<file path="config.mk">
export PLATFORM = sky130hd
export DESIGN_NAME = vga_timing_core
export DESIGN_NICKNAME = d
export VERILOG_FILES = /design/src/rtl/vga_timing_core.sv
export SDC_FILE = /design/constraint.sdc
export NUM_CORES = 1
export LEC_CHECK = 0
export BUFFER_PORTS_ARGS = -buffer_cell sky130_fd_sc_hd__buf_2
export CORE_ASPECT_RATIO = 0.8
export CORE_UTILIZATION = 48
export DETAILED_ROUTE_END_ITERATION = 10
export PLACE_DENSITY = 0.72
export SETUP_SLACK_MARGIN = 0.1
export SYNTH_ARGS = -nofsm -noshare
export SYNTH_HDL_FRONTEND = slang
export SYNTH_SLANG_ARGS = --single-unit
</file>
<file path="constraint.sdc">
create_clock -name pixel_clk -period 4.4 [get_ports pixel_clk]
set_input_delay 0.66 -clock pixel_clk [delete_from_list [all_inputs] [get_ports pixel_clk]]
set_output_delay 0.66 -clock pixel_clk [all_outputs]
set_load 0.01 [all_outputs]
</file>
<file path="src/rtl/vga_timing_core.sv">
// vga_timing_core: parametrised VGA timing generator with frame-buffer read
// requests and latency-aligned colour/sync outputs.
// Optional 2x pixel/line replication is compiled in when VGA_SCALE_EN is defined;
// without it scale_mode is ignored and the core always runs 1x.
module vga_timing_core #(
   parameter int H_DISPLAY   = 640,
   parameter int H_FRONT     = 16,
   parameter int H_SYNC      = 96,
   parameter int H_BACK      = 48,
   parameter int V_DISPLAY   = 480,
   parameter int V_FRONT     = 10,
   parameter int V_SYNC      = 2,
   parameter int V_BACK      = 33,
   parameter int H_SIZE      = 10,
   parameter int V_SIZE      = 10,
   parameter int RSIZE       = 4,
   parameter int GSIZE       = 4,
   parameter int BSIZE       = 4,
   parameter int RGB_SIZE    = RSIZE + GSIZE + BSIZE,
   parameter int START_DELAY = 0,
   parameter int RD_LATENCY  = 1,
   parameter int SYNC_POL    = 0
) (
   input  logic                pixel_clk,
   input  logic                pixel_rst,
   input  logic                vga_start,
   input  logic                scale_mode,
   output logic                vga_read,
   output logic [H_SIZE-1:0]   vga_read_x,
   output logic [V_SIZE-1:0]   vga_read_y,
   input  logic [RGB_SIZE-1:0] vga_rgb,
   output logic                line_start,
   output logic                frame_start,
   output logic [RSIZE-1:0]    vga_r,
   output logic [GSIZE-1:0]    vga_g,
   output logic [BSIZE-1:0]    vga_b,
   output logic                vga_hsync,
   output logic                vga_vsync
);

   localparam int H_TOTAL = H_DISPLAY + H_FRONT + H_SYNC + H_BACK;
   localparam int V_TOTAL = V_DISPLAY + V_FRONT + V_SYNC + V_BACK;

   // Window bounds are compared one bit wider so an end bound equal to the
   // counter range cannot wrap.
   localparam logic [H_SIZE-1:0] C_H_LAST   = H_SIZE'(H_TOTAL - 1);
   localparam logic [V_SIZE-1:0] C_V_LAST   = V_SIZE'(V_TOTAL - 1);
   localparam logic [H_SIZE-1:0] C_WIN_BEG  = H_SIZE'(START_DELAY);
   localparam logic [H_SIZE:0]   C_WIN_END  = (H_SIZE+1)'(START_DELAY + H_DISPLAY);
   localparam logic [H_SIZE:0]   C_HS_BEG   = (H_SIZE+1)'(H_DISPLAY + H_FRONT);
   localparam logic [H_SIZE:0]   C_HS_END   = (H_SIZE+1)'(H_DISPLAY + H_FRONT + H_SYNC);
   localparam logic [V_SIZE:0]   C_V_DISP   = (V_SIZE+1)'(V_DISPLAY);
   localparam logic [V_SIZE:0]   C_VS_BEG   = (V_SIZE+1)'(V_DISPLAY + V_FRONT);
   localparam logic [V_SIZE:0]   C_VS_END   = (V_SIZE+1)'(V_DISPLAY + V_FRONT + V_SYNC);
   localparam logic              C_SYNC_IDLE = (SYNC_POL == 0) ? 1'b1 : 1'b0;

   if (START_DELAY + H_DISPLAY > H_TOTAL) begin : g_bad_window
      $error("vga_timing_core: START_DELAY + H_DISPLAY exceeds H_TOTAL");
   end
   if (RD_LATENCY < 1 || RD_LATENCY > 8) begin : g_bad_latency
      $error("vga_timing_core: RD_LATENCY must be 1..8");
   end

   logic                w_en;
   logic                w_clr;
   logic [H_SIZE-1:0]   r_h_count;
   logic [V_SIZE-1:0]   r_v_count;
   logic                w_line_start;
   logic                w_frame_start;
   logic                w_von;
   logic                w_hs_act;
   logic                w_vs_act;
   logic [H_SIZE-1:0]   w_col;
   logic                w_rd;
   logic [H_SIZE-1:0]   w_rx;
   logic [V_SIZE-1:0]   w_ry;
   logic [RGB_SIZE-1:0] w_pix;
   logic [RD_LATENCY-1:0] r_von_pipe;
   logic [RD_LATENCY-1:0] r_hs_pipe;
   logic [RD_LATENCY-1:0] r_vs_pipe;
   logic [RGB_SIZE-1:0] r_rgb;
   logic                r_hsync;
   logic                r_vsync;

   assign w_en  = vga_start & ~pixel_rst;
   assign w_clr = ~w_en;

   // Horizontal/vertical raster counters; held at zero while disabled.
   always_ff @(posedge pixel_clk) begin
      if (w_clr) begin
         r_h_count <= '0;
         r_v_count <= '0;
      end else if (r_h_count == C_H_LAST) begin
         r_h_count <= '0;
         r_v_count <= (r_v_count == C_V_LAST) ? '0 : r_v_count + 1'b1;
      end else begin
         r_h_count <= r_h_count + 1'b1;
      end
   end

   assign w_line_start  = w_en & (r_h_count == '0);
   assign w_frame_start = w_line_start & (r_v_count == '0);
   assign w_von    = w_en & (r_h_count >= C_WIN_BEG) & ({1'b0, r_h_count} < C_WIN_END)
                     & ({1'b0, r_v_count} < C_V_DISP);
   assign w_hs_act = w_en & ({1'b0, r_h_count} >= C_HS_BEG) & ({1'b0, r_h_count} < C_HS_END);
   assign w_vs_act = w_en & ({1'b0, r_v_count} >= C_VS_BEG) & ({1'b0, r_v_count} < C_VS_END);
   assign w_col    = r_h_count - C_WIN_BEG;

`ifdef VGA_SCALE_EN
   logic                  r_mode;
   logic                  w_mode;
   logic [RD_LATENCY-1:0] r_rd_pipe;
   logic [RGB_SIZE-1:0]   r_hold;

   // Mode only changes at a frame boundary; the first enabled cycle after
   // reset is always a frame_start, which covers the reset-exit sample.
   always_ff @(posedge pixel_clk) begin
      if (w_clr) r_mode <= 1'b0;
      else if (w_frame_start) r_mode <= scale_mode;
   end

   // On the frame_start cycle itself the new mode already governs pixel (0,0).
   assign w_mode = w_frame_start ? scale_mode : r_mode;

   // Read request and source coordinates, halved in 2x mode.
   always_comb begin
      w_rd = w_von & ~(w_mode & w_col[0]);
      w_rx = w_mode ? (w_col >> 1) : w_col;
      w_ry = w_mode ? (r_v_count >> 1) : r_v_count;
   end

   // Track which pipeline slots carry real read data, and hold that data so
   // the odd pixel of a pair can replay it.
   always_ff @(posedge pixel_clk) begin
      if (w_clr) begin
         r_rd_pipe <= '0;
         r_hold    <= '0;
      end else begin
         r_rd_pipe[0] <= w_rd;
         for (int i = 1; i < RD_LATENCY; i++) r_rd_pipe[i] <= r_rd_pipe[i-1];
         if (r_rd_pipe[RD_LATENCY-1]) r_hold <= vga_rgb;
      end
   end

   assign w_pix = r_rd_pipe[RD_LATENCY-1] ? vga_rgb : r_hold;
`else
   logic w_unused_scale;
   assign w_unused_scale = scale_mode;

   // Read request and source coordinates, always 1x.
   always_comb begin
      w_rd = w_von;
      w_rx = w_col;
      w_ry = r_v_count;
   end

   assign w_pix = vga_rgb;
`endif

   assign vga_read    = w_rd;
   assign vga_read_x  = w_rd ? w_rx : '0;
   assign vga_read_y  = w_rd ? w_ry : '0;
   assign line_start  = w_line_start;
   assign frame_start = w_frame_start;

   // Delay video_on and sync state to line up with returned read data.
   always_ff @(posedge pixel_clk) begin
      if (w_clr) begin
         r_von_pipe <= '0;
         r_hs_pipe  <= '0;
         r_vs_pipe  <= '0;
      end else begin
         r_von_pipe[0] <= w_von;
         r_hs_pipe[0]  <= w_hs_act;
         r_vs_pipe[0]  <= w_vs_act;
         for (int i = 1; i < RD_LATENCY; i++) begin
            r_von_pipe[i] <= r_von_pipe[i-1];
            r_hs_pipe[i]  <= r_hs_pipe[i-1];
            r_vs_pipe[i]  <= r_vs_pipe[i-1];
         end
      end
   end

   // Registered pin stage: colour blanked outside the window, syncs polarised.
   always_ff @(posedge pixel_clk) begin
      if (w_clr) begin
         r_rgb   <= '0;
         r_hsync <= C_SYNC_IDLE;
         r_vsync <= C_SYNC_IDLE;
      end else begin
         r_rgb   <= r_von_pipe[RD_LATENCY-1] ? w_pix : '0;
         r_hsync <= r_hs_pipe[RD_LATENCY-1] ^ C_SYNC_IDLE;
         r_vsync <= r_vs_pipe[RD_LATENCY-1] ^ C_SYNC_IDLE;
      end
   end

   assign vga_r     = r_rgb[RGB_SIZE-1 -: RSIZE];
   assign vga_g     = r_rgb[GSIZE+BSIZE-1 -: GSIZE];
   assign vga_b     = r_rgb[BSIZE-1:0];
   assign vga_hsync = r_hsync;
   assign vga_vsync = r_vsync;

endmodule

</file>
==> Implementation_results.wiki, run 1 <==
{| class="wikitable"
! Metric !! Value
|-
| Outcome || finished clean
|-
| Min Hold Slack || roughly 0.37 ns
|-
| Final Wtd Congestion || approximately 0.88
|-
| Pin count of the biggest net entering global routing || 20
|-
| Number of H-tree levels || 2
|-
| Final hold violation count || 0
|-
| Worst Reg-to-Reg Cells || 5
|-
| Period Utilization, post-route || 68.5%
|-
| Fill cell instance count of the final layout || 304
|-
| Leak Pwr || 0.000986 uW
|-
| Slew margin rel. || 52.3%
|-
| Remaining design rule violation count || 0
|-
| Crit Reg-Reg Endpoint || r_v_count[2]
|-
| Net Count, Synth || 211
|-
| Cells after Synth || 191
|-
| Logic gate share of total power || 4.1%
|-
| Antenna Nets Post-Route || 0
|-
| Number of antenna violations at the first check in global routing || 0
|-
| Combined flip-flop and latch cell area || 741 um2
|-
| # setup viols final || 0
|-
| Worst path top cell family by delay || simple AND/OR/NAND/NOR gates
|-
| NetSw || roughly 140 uW
|-
| PD cells || ~320 nW/um2
|-
| Count of TritonRoute iterations in the first routing pass || 4
|-
| Cell depth of the worst min-delay path || 1
|-
| Die area || about 3900 um2
|-
| Num rows || 19
|-
| Clock slew seen by the registers of the worst setup and hold paths || about 0.07 ns
|-
| Crit path DAT || 2.35 ns
|-
| Cts hold-fix bufs || 0
|-
| Boundary pin count || 53
|-
| Number of buffers between clock root and the deepest sink || 2
|-
| Max-Cap Viols || 0
|-
| Area used by multi-input combinational logic || 921 um2
|-
| Mean instance size in the synthesized netlist || 9.07 um2
|-
| Library cell appearing most often on the critical path || sky130_fd_sc_hd__buf_2
|-
| Distinct cell type count after synthesis || 38
|-
| Design area || around 2100 um2
|-
| Vias after detailed routing || ~1400
|-
| Number of buffers inserted during clock tree synthesis || 5
|-
| Total half-perimeter wirelength after legalization and detailed placement || 2.42 mm
|-
| Fraction of layout instances using a drive strength above 1 || 29.8%
|-
| Setup slack on the worst flop-to-flop path || 2.56 ns
|-
| TritonCTS clock tree || built
|-
| Unrepaired setup endpoints after global routing || no
|-
| Highest cell delay on the worst timing path || 0.72 ns
|-
| Number of synthesis warnings || 0
|-
| Post-synthesis sequential area ratio || between 40% and 50%
|-
| Cell area reported after detailed placement || roughly 2000 um2
|-
| Final WS setup || 1.39 ns
|-
| R2r startpoint || r_h_count[0]
|-
| Startpoint types || input port
|-
| Average via count per standard cell || slightly above 5
|-
| Clock network latency to the later pin of the worst-skew pair || 0.29 ns
|-
| Setup slack at placement || 1.33 ns
|-
| Highest ir drop seen on vdd || 0.000270 V
|-
| Worst setup EP type || output port
|-
| Origin of the worst min-delay path || r_vs_pipe
|-
| Switching share of total power || 21.2%
|-
| Clk_skew || approximately 0.0042 ns
|-
| Via count of the first global-routing pass || 1245
|-
| Global routing usage summed across all routing layers || 19.7%
|-
| Cell with the largest stage delay on the worst path || sky130_fd_sc_hd__nor4b_2
|-
| Global-route congestion overflow total || 0
|-
| Core area || 3450 um2
|-
| Worst Max-Slew Pin Slew || roughly 0.71 ns
|-
| I/O Buffers || 50
|-
| Global-route wire length before repair || approximately 6.0 mm
|-
| Number of gates resized after CTS || 0
|-
| Pins Over Slew Limit || 0
|-
| Cell at the root of the clock tree || sky130_fd_sc_hd__clkbuf_8
|-
| Sum of negative setup slack || 0 ns
|-
| Number of design-rule violations left by the first detailed-router iteration || 42
|-
| Flop pwr share || ~50%
|-
| Chain of cells forming the critical path || buf_2, nand2b_1, nor4b_2, buf_4, and2_2, buf_2
|-
| Total length of routed wires || 3.51 mm
|-
| Buffers inserted by post-CTS timing repair || 0
|-
| Y dimension of the die || 55.7 um
|-
| Tmin final || 3.01 ns
|-
| Die X-Extent || 69.2 um
|-
| Hold Path Class || reg2reg
|-
| Number of diodes || 0
|-
| CP Buf/Inv Count || 3
|-
| Class of the most critical setup path || in2out
|-
| Nets@finish || 257
|-
| Crit path required time || 3.74 ns
|-
| Cell area after synthesis || 1730 um2
|-
| Count of state elements after synthesis || 37
|-
| TritonCTS sink count || 37
|-
| Fmax achieved || around 0.33 GHz
|-
| Routed wire length per instance || 12.5 um
|-
| Power Internal || 534 uW
|-
| Initial Utilization || 50.3%
|-
| Worst Hold Endpoint || vga_vsync
|-
| Clock power frac || 45.7%
|-
| Layout-stage area growth over the synthesis result || 22.2%
|-
| Crit-path max FO || 12
|}
kinds of logic (layout without fill, tap and decap cells):
kind of cell               Yosys count  after routing  synth area share, %
and+or+nand+nor                    109            109                 39.5
DFF                                 37             37                 42.7
buffers and inverters               18             65                 4.48
xor gates and xnor gates            13             13                 6.57
AOI/OAI and AO/OA                    7              7                 2.45
adders and majority gates            4              4                 2.89
muxes                                2              2                 1.16
other                                1              1                0.216
state kept, by name, indices dropped and copies added, names as in the netlist:
name and count:
r_h_count 10, r_hs_pipe 1, r_rgb 12, r_v_count 10, r_von_pipe 1, r_vs_pipe 1, vga_hsync 1, vga_vsync 1
power groups by stage:
stage	Clock, uW	Sequential [uW]	Combinational, uW
2_1_floorplan	0	348	14.8
3_3_place_gp	0	348	27.9
3_5_place_dp	0	348	27.8
4_1_cts	315	340	28.0
5_1_grt	330	341	31.2
6_report	310	340	27.7
cells in the final DEF (no fill, tap or decap), drive strengths merged:
cell and instances:
mux2i 2, nand2 9, clkbuf 6, bufinv 1
conb 1, inv 5, xor2 4, o21ai 2
or2 1, nand4bb 2, nor4b 4, nand3b 1
dfxtp 37, nor3 8, nor4 7, nor2 18
nor4bb 1, and4 2, and2 19, nand3 13
nand2b 1, ha 4, nor2b 2, or3 1
a21oi 4, xnor2 9, buf 52, and3 17
nand4 3, clkinvlp 1, o221ai 1
area by class of cell:
| class | instances | area share, % |
|---|---|---|
| clock buffers | 6 | 3.90 |
| clock inverters | 2 | 1.77 |
| inverters | 5 | 0.886 |
| multi-input cells | 136 | 43.5 |
| flip-flops and latches | 37 | 35.0 |
| well taps | 42 | 2.48 |
| repair buffers | 52 | 12.5 |
through the flow:
| step | util [%] | std cells | power, uW |
|---|---|---|---|
| final | 61.5 | 280 | 678 |
| after global routing | 61.5 | 280 | 702 |
| after CTS | 61.5 | 280 | 683 |
| after detailed placement | 58.0 | 272 | 376 |
| after global placement | 58.0 | 272 | 376 |
| after floorplan | - | 191 | 363 |
synthesized netlist by cell type:
cell | number | area [um2]
sky130_fd_sc_hd__a21oi_1 | 4 | 20.0
sky130_fd_sc_hd__and2_1 | 18 | 113
sky130_fd_sc_hd__and2_2 | 1 | 7.51
sky130_fd_sc_hd__and3_1 | 17 | 106
sky130_fd_sc_hd__and4_1 | 1 | 8.76
sky130_fd_sc_hd__and4_2 | 1 | 10.0
sky130_fd_sc_hd__buf_2 | 4 | 20.0
sky130_fd_sc_hd__buf_4 | 1 | 7.51
sky130_fd_sc_hd__clkbuf_1 | 7 | 26.3
sky130_fd_sc_hd__clkbuf_2 | 1 | 5.00
sky130_fd_sc_hd__conb_1 | 1 | 3.75
sky130_fd_sc_hd__dfxtp_1 | 37 | 741
sky130_fd_sc_hd__ha_1 | 4 | 50.1
sky130_fd_sc_hd__inv_1 | 5 | 18.8
sky130_fd_sc_hd__mux2i_1 | 2 | 20.0
sky130_fd_sc_hd__nand2_1 | 9 | 33.8
sky130_fd_sc_hd__nand2b_1 | 1 | 6.26
sky130_fd_sc_hd__nand3_1 | 13 | 65.1
sky130_fd_sc_hd__nand3b_4 | 1 | 20.0
sky130_fd_sc_hd__nand4_1 | 2 | 12.5
sky130_fd_sc_hd__nand4_4 | 1 | 21.3
sky130_fd_sc_hd__nand4bb_1 | 2 | 22.5
sky130_fd_sc_hd__nor2_1 | 18 | 67.6
sky130_fd_sc_hd__nor2b_1 | 2 | 12.5
sky130_fd_sc_hd__nor3_1 | 6 | 30.0
sky130_fd_sc_hd__nor3_2 | 2 | 20.0
sky130_fd_sc_hd__nor4_1 | 5 | 31.3
sky130_fd_sc_hd__nor4_2 | 1 | 12.5
sky130_fd_sc_hd__nor4_4 | 1 | 21.3
sky130_fd_sc_hd__nor4b_1 | 4 | 35.0
sky130_fd_sc_hd__nor4bb_1 | 1 | 10.0
sky130_fd_sc_hd__o21ai_0 | 1 | 5.00
sky130_fd_sc_hd__o21ai_2 | 1 | 8.76
sky130_fd_sc_hd__o221ai_1 | 1 | 8.76
sky130_fd_sc_hd__or2_1 | 1 | 6.26
sky130_fd_sc_hd__or3_4 | 1 | 11.3
sky130_fd_sc_hd__xnor2_1 | 9 | 78.8
sky130_fd_sc_hd__xor2_1 | 4 | 35.0
routing by layer:
metal  vias to the layer above  wire length [um]  global-route usage (%)
li1                        743                 -                       -
met1                       643              1780                    27.4
met2                        46              1430                    27.7
met3                         8               249                    7.25
met4                         0                51                    7.00
met5                         -                 0                       0
how the worst max path moves through the flow:
stage               cells after the start       endpoint       from  slack (ns)
detailed placement                      6  vga_read_x[3]  pixel_rst        1.33
floorplan                               5    frame_start  pixel_rst        1.96
global placement                        6  vga_read_x[3]  pixel_rst        1.37
finish                                  6  vga_read_x[3]  pixel_rst        1.39
global route                            6  vga_read_x[3]  pixel_rst        1.14
CTS                                     6  vga_read_x[3]  pixel_rst        1.34
No activity file was read; power rests on OpenSTA's default activity.
==> run 2, diff against run 1 <==
--- a/config.mk
+++ b/config.mk
@@ -5,9 +5,10 @@
 export SDC_FILE = /design/constraint.sdc
 export NUM_CORES = 1
 export LEC_CHECK = 0
+export ABC_AREA = 1
 export BUFFER_PORTS_ARGS = -buffer_cell sky130_fd_sc_hd__buf_2
 export CORE_ASPECT_RATIO = 0.8
-export CORE_UTILIZATION = 48
+export CORE_UTILIZATION = 46
 export DETAILED_ROUTE_END_ITERATION = 10
 export PLACE_DENSITY = 0.72
 export SETUP_SLACK_MARGIN = 0.1
==> constraint.sdc (replaced) <==
create_clock -name pixel_clk -period 2.5 [get_ports pixel_clk]
set_input_delay 0.375 -clock pixel_clk [delete_from_list [all_inputs] [get_ports pixel_clk]]
set_output_delay 0.375 -clock pixel_clk [all_outputs]
set_load 0.01 [all_outputs]
==> Implementation_results.wiki, run 2 <==
{| class="wikitable"
! Metric !! Value
|-
| Crit-path max FO || 21 (+9)
|-
| Startpoint of the worst setup timing path || r_h_count[9]
|-
| Max-Cap Viols || 0 (unchanged)
|-
| Fill cell instance count of the final layout || 355 (+17%)
|-
| Distinct cell type count after synthesis || 28 (-26%)
|-
| Most frequent standard cell in the layout excluding fill and tap cells || sky130_fd_sc_hd__nor2_1
|-
| Number of diodes || 0 (unchanged)
|-
| Final Wtd Congestion || 0.949 (+7.3%)
|-
| Cell area after synthesis || 1810 um2 (+4.2%)
|-
| Number of antenna violations at the first check in global routing || 0 (unchanged)
|-
| Buffers inserted by post-CTS timing repair || 0 (unchanged)
|-
| I/O Buffers || 50 (unchanged)
|-
| Boundary pin count || 53 (unchanged)
|-
| Hold Path Class || in2reg
|-
| Number of buffers between clock root and the deepest sink || 2 (unchanged)
|-
| Mean instance size in the synthesized netlist || 7.00 um2 (-23%)
|-
| Number of flip-flops under the largest register name || 12 (unchanged)
|-
| Remaining design rule violation count || 0 (unchanged)
|-
| Leak Pwr || 0.00104 uW (+5.9%)
|-
| Clock slew seen by the registers of the worst setup and hold paths || 0.08 ns (about the same)
|-
| Net Count, Synth || 278 (+32%)
|-
| Worst setup EP type || output port
|-
| Total half-perimeter wirelength after legalization and detailed placement || 2.94 mm (+22%)
|-
| Global-route congestion overflow total || 0 (unchanged)
|-
| Final WS setup || 0.398 ns (-0.988 ns)
|-
| Count of TritonRoute iterations in the first routing pass || 5 (+1)
|-
| Number of buffers inserted during clock tree synthesis || 5 (unchanged)
|-
| PD cells || 547 nW/um2 (+71%)
|-
| Cell with the largest stage delay on the worst path || sky130_fd_sc_hd__dfxtp_1
|-
| Top cell type's share of synthesized area || 41.0% (-1.7 points)
|-
| Vias after detailed routing || 1666 (+16%)
|-
| Highest cell delay on the worst timing path || 0.37 ns (-0.35 ns)
|-
| Outcome || finished clean
|-
| Regs by FF count || r_rgb: 12 flops, r_h_count: 10 flops, r_v_count: 10 flops
|-
| Fraction of layout instances using a drive strength above 1 || 25.4% (-4.4 points)
|-
| Setup slack at placement || 0.451 ns (-0.883 ns)
|-
| Clock network latency to the later pin of the worst-skew pair || 0.29 ns (about the same)
|-
| Crit path DAT || 1.73 ns (-0.62 ns)
|-
| Register name with the most flops || r_rgb
|-
| Number of design-rule violations left by the first detailed-router iteration || 100 (+140%)
|-
| Routed wire length per instance || 10.8 um (-14%)
|-
| Cell with the most instances after synthesis || sky130_fd_sc_hd__nor2_1
|-
| Y dimension of the die || 58.0 um (+4.1%)
|-
| TritonCTS sink count || 37 (unchanged)
|-
| Via count of the first global-routing pass || 1391 (+12%)
|-
| Layout-stage area growth over the synthesis result || 21.6%
|-
| FFs w/ async S/R, synth || 0% (unchanged)
|-
| Nets@finish || 330 (+28%)
|-
| Core area || 3590 um2 (+4.1%)
|-
| Pins Over Slew Limit || 0 (unchanged)
|-
| Top cell type by total area after synthesis || sky130_fd_sc_hd__dfxtp_1
|-
| Origin of the worst min-delay path || vga_rgb[10]
|-
| Cts hold-fix bufs || 0 (unchanged)
|-
| Cell depth of the worst min-delay path || 3 (+2)
|-
| Pin count of the biggest net entering global routing || 22 (+10%)
|-
| Top cells by area in the synthesized netlist || sky130_fd_sc_hd__dfxtp_1 (41%), sky130_fd_sc_hd__nor2_1 (14%), sky130_fd_sc_hd__nand2_1 (9.1%)
|-
| Tmin final || 2.10 ns
|-
| Commonest cells post-synth || sky130_fd_sc_hd__nor2_1 (66), sky130_fd_sc_hd__nand2_1 (44), sky130_fd_sc_hd__inv_1 (41)
|-
| R2r startpoint || r_h_count[0]
|-
| Number of synthesis warnings || 0 (unchanged)
|-
| Crit path required time || 2.12 ns (-1.62 ns)
|-
| Count of state elements after synthesis || 37 (unchanged)
|-
| TritonCTS clock tree || built
|-
| Average via count per standard cell || 4.59 (-11%)
|-
| EDFF count, synth || 0 (unchanged)
|-
| # setup viols final || 0 (unchanged)
|-
| Antenna Nets Post-Route || 0 (unchanged)
|-
| Sum of negative setup slack || 0 ns (unchanged)
|-
| Combined flip-flop and latch cell area || 741 um2 (unchanged)
|-
| Startpoint types || register
|-
| Die X-Extent || 72.0 um (+4.1%)
|-
| Global routing usage summed across all routing layers || 20.3% (+0.65 points)
|-
| Dominant register cell in the synthesized netlist || sky130_fd_sc_hd__dfxtp_1
|-
| Class of the most critical setup path || reg2out
|-
| Post-synthesis sequential area ratio || 41.0% (-1.7 points)
|-
| Clk_skew || 0.00492 ns (+0.000725 ns)
|-
| Top library cells by usage in the layout, fill and taps aside || sky130_fd_sc_hd__nor2_1 (66), sky130_fd_sc_hd__buf_2 (50), sky130_fd_sc_hd__nand2_1 (44)
|-
| Number of gates resized after CTS || 0 (unchanged)
|-
| Cells after Synth || 258 (+35%)
|-
| Cell at the root of the clock tree || sky130_fd_sc_hd__clkbuf_8
|-
| Worst Reg-to-Reg Cells || 8 (+3)
|-
| Die area || 4180 um2 (+8.4%)
|-
| Initial Utilization || 50.3% (about the same)
|-
| Highest ir drop seen on vdd || 0.000300 V (+11%)
|-
| Area used by multi-input combinational logic || 853 um2 (-7.3%)
|-
| Period Utilization, post-route || 84.1%
|-
| Global-route wire length before repair || 6.44 mm (+7.2%)
|-
| Unrepaired setup endpoints after global routing || no
|-
| Number of H-tree levels || 2 (unchanged)
|-
| Num rows || 19 (unchanged)
|-
| Total length of routed wires || 3.91 mm (+11%)
|-
| Final hold violation count || 0 (unchanged)
|-
| Chain of cells forming the critical path || nand2_1, inv_1, nor2_2, nand3_2, nor2_1, buf_2
|-
| Fmax achieved || 0.476 GHz
|}
[run 2: cells by family after synthesis]
family	synth area share [%]
compound gates	3.74
xor+xnor	1.94
fa+ha+maj	2.77
buf+inv	11.7
flops	41.0
other cells	0.208
simple gates	38.6
[run 2: worst paths after layout]
path / end / slack (ns)
max: vga_read_y[1] / 0.40
min: r_rgb[10] / 0.29
max reg2reg: r_v_count[3] / 0.75
min reg2reg: vga_hsync / 0.37
[run 2: worst max-delay path, delay by kind of cell, from the launching register on]
| kind | cells | cell delay (ns) |
|---|---|---|
| buffers and inverters | 2 | 0.23 |
| DFF | 1 | 0.37 |
| and+or+nand+nor | 4 | 0.82 |
[run 2: final cells by class]
type | count | share of cell area, %
repair buffers | 50 | 11.4
well taps | 52 | 2.96
clock buffers | 6 | 3.76
inverters | 44 | 7.58
clock inverters | 2 | 1.71
multi-input cells | 172 | 38.9
flip-flops and latches | 37 | 33.7
[run 2: stage by stage]
step,hold slack [ns],instances,instance area [um2],power [uW],util [%]
finish,0.289,363,2200,1200,61.2
global placement,0.353,355,2080,669,57.8
detailed placement,0.357,355,2080,670,57.8
floorplan,0.351,258,1810,651,-
CTS,0.285,363,2200,1210,61.2
global route,0.287,363,2200,1240,61.2
[run 2: where the power goes]
part / internal (uW) / switching [uW] / total, uW / leakage, uW
combinational: 21.4 / 37.4 / 58.8 / 0.000688
clock: 324 / 222 / 546 / 0.0000574
sequential: 594 / 2.51 / 597 / 0.000299
total: 940 / 262 / 1200 / 0.00104
[run 2: layer usage]
metal	share of wire, %	vias to the layer above	GRT usage, %
li1	-	881	-
met1	50	711	28.0
met2	41	66	29.5
met3	7.9	8	6.43
met4	1.7	0	8.40
met5	0	-	0
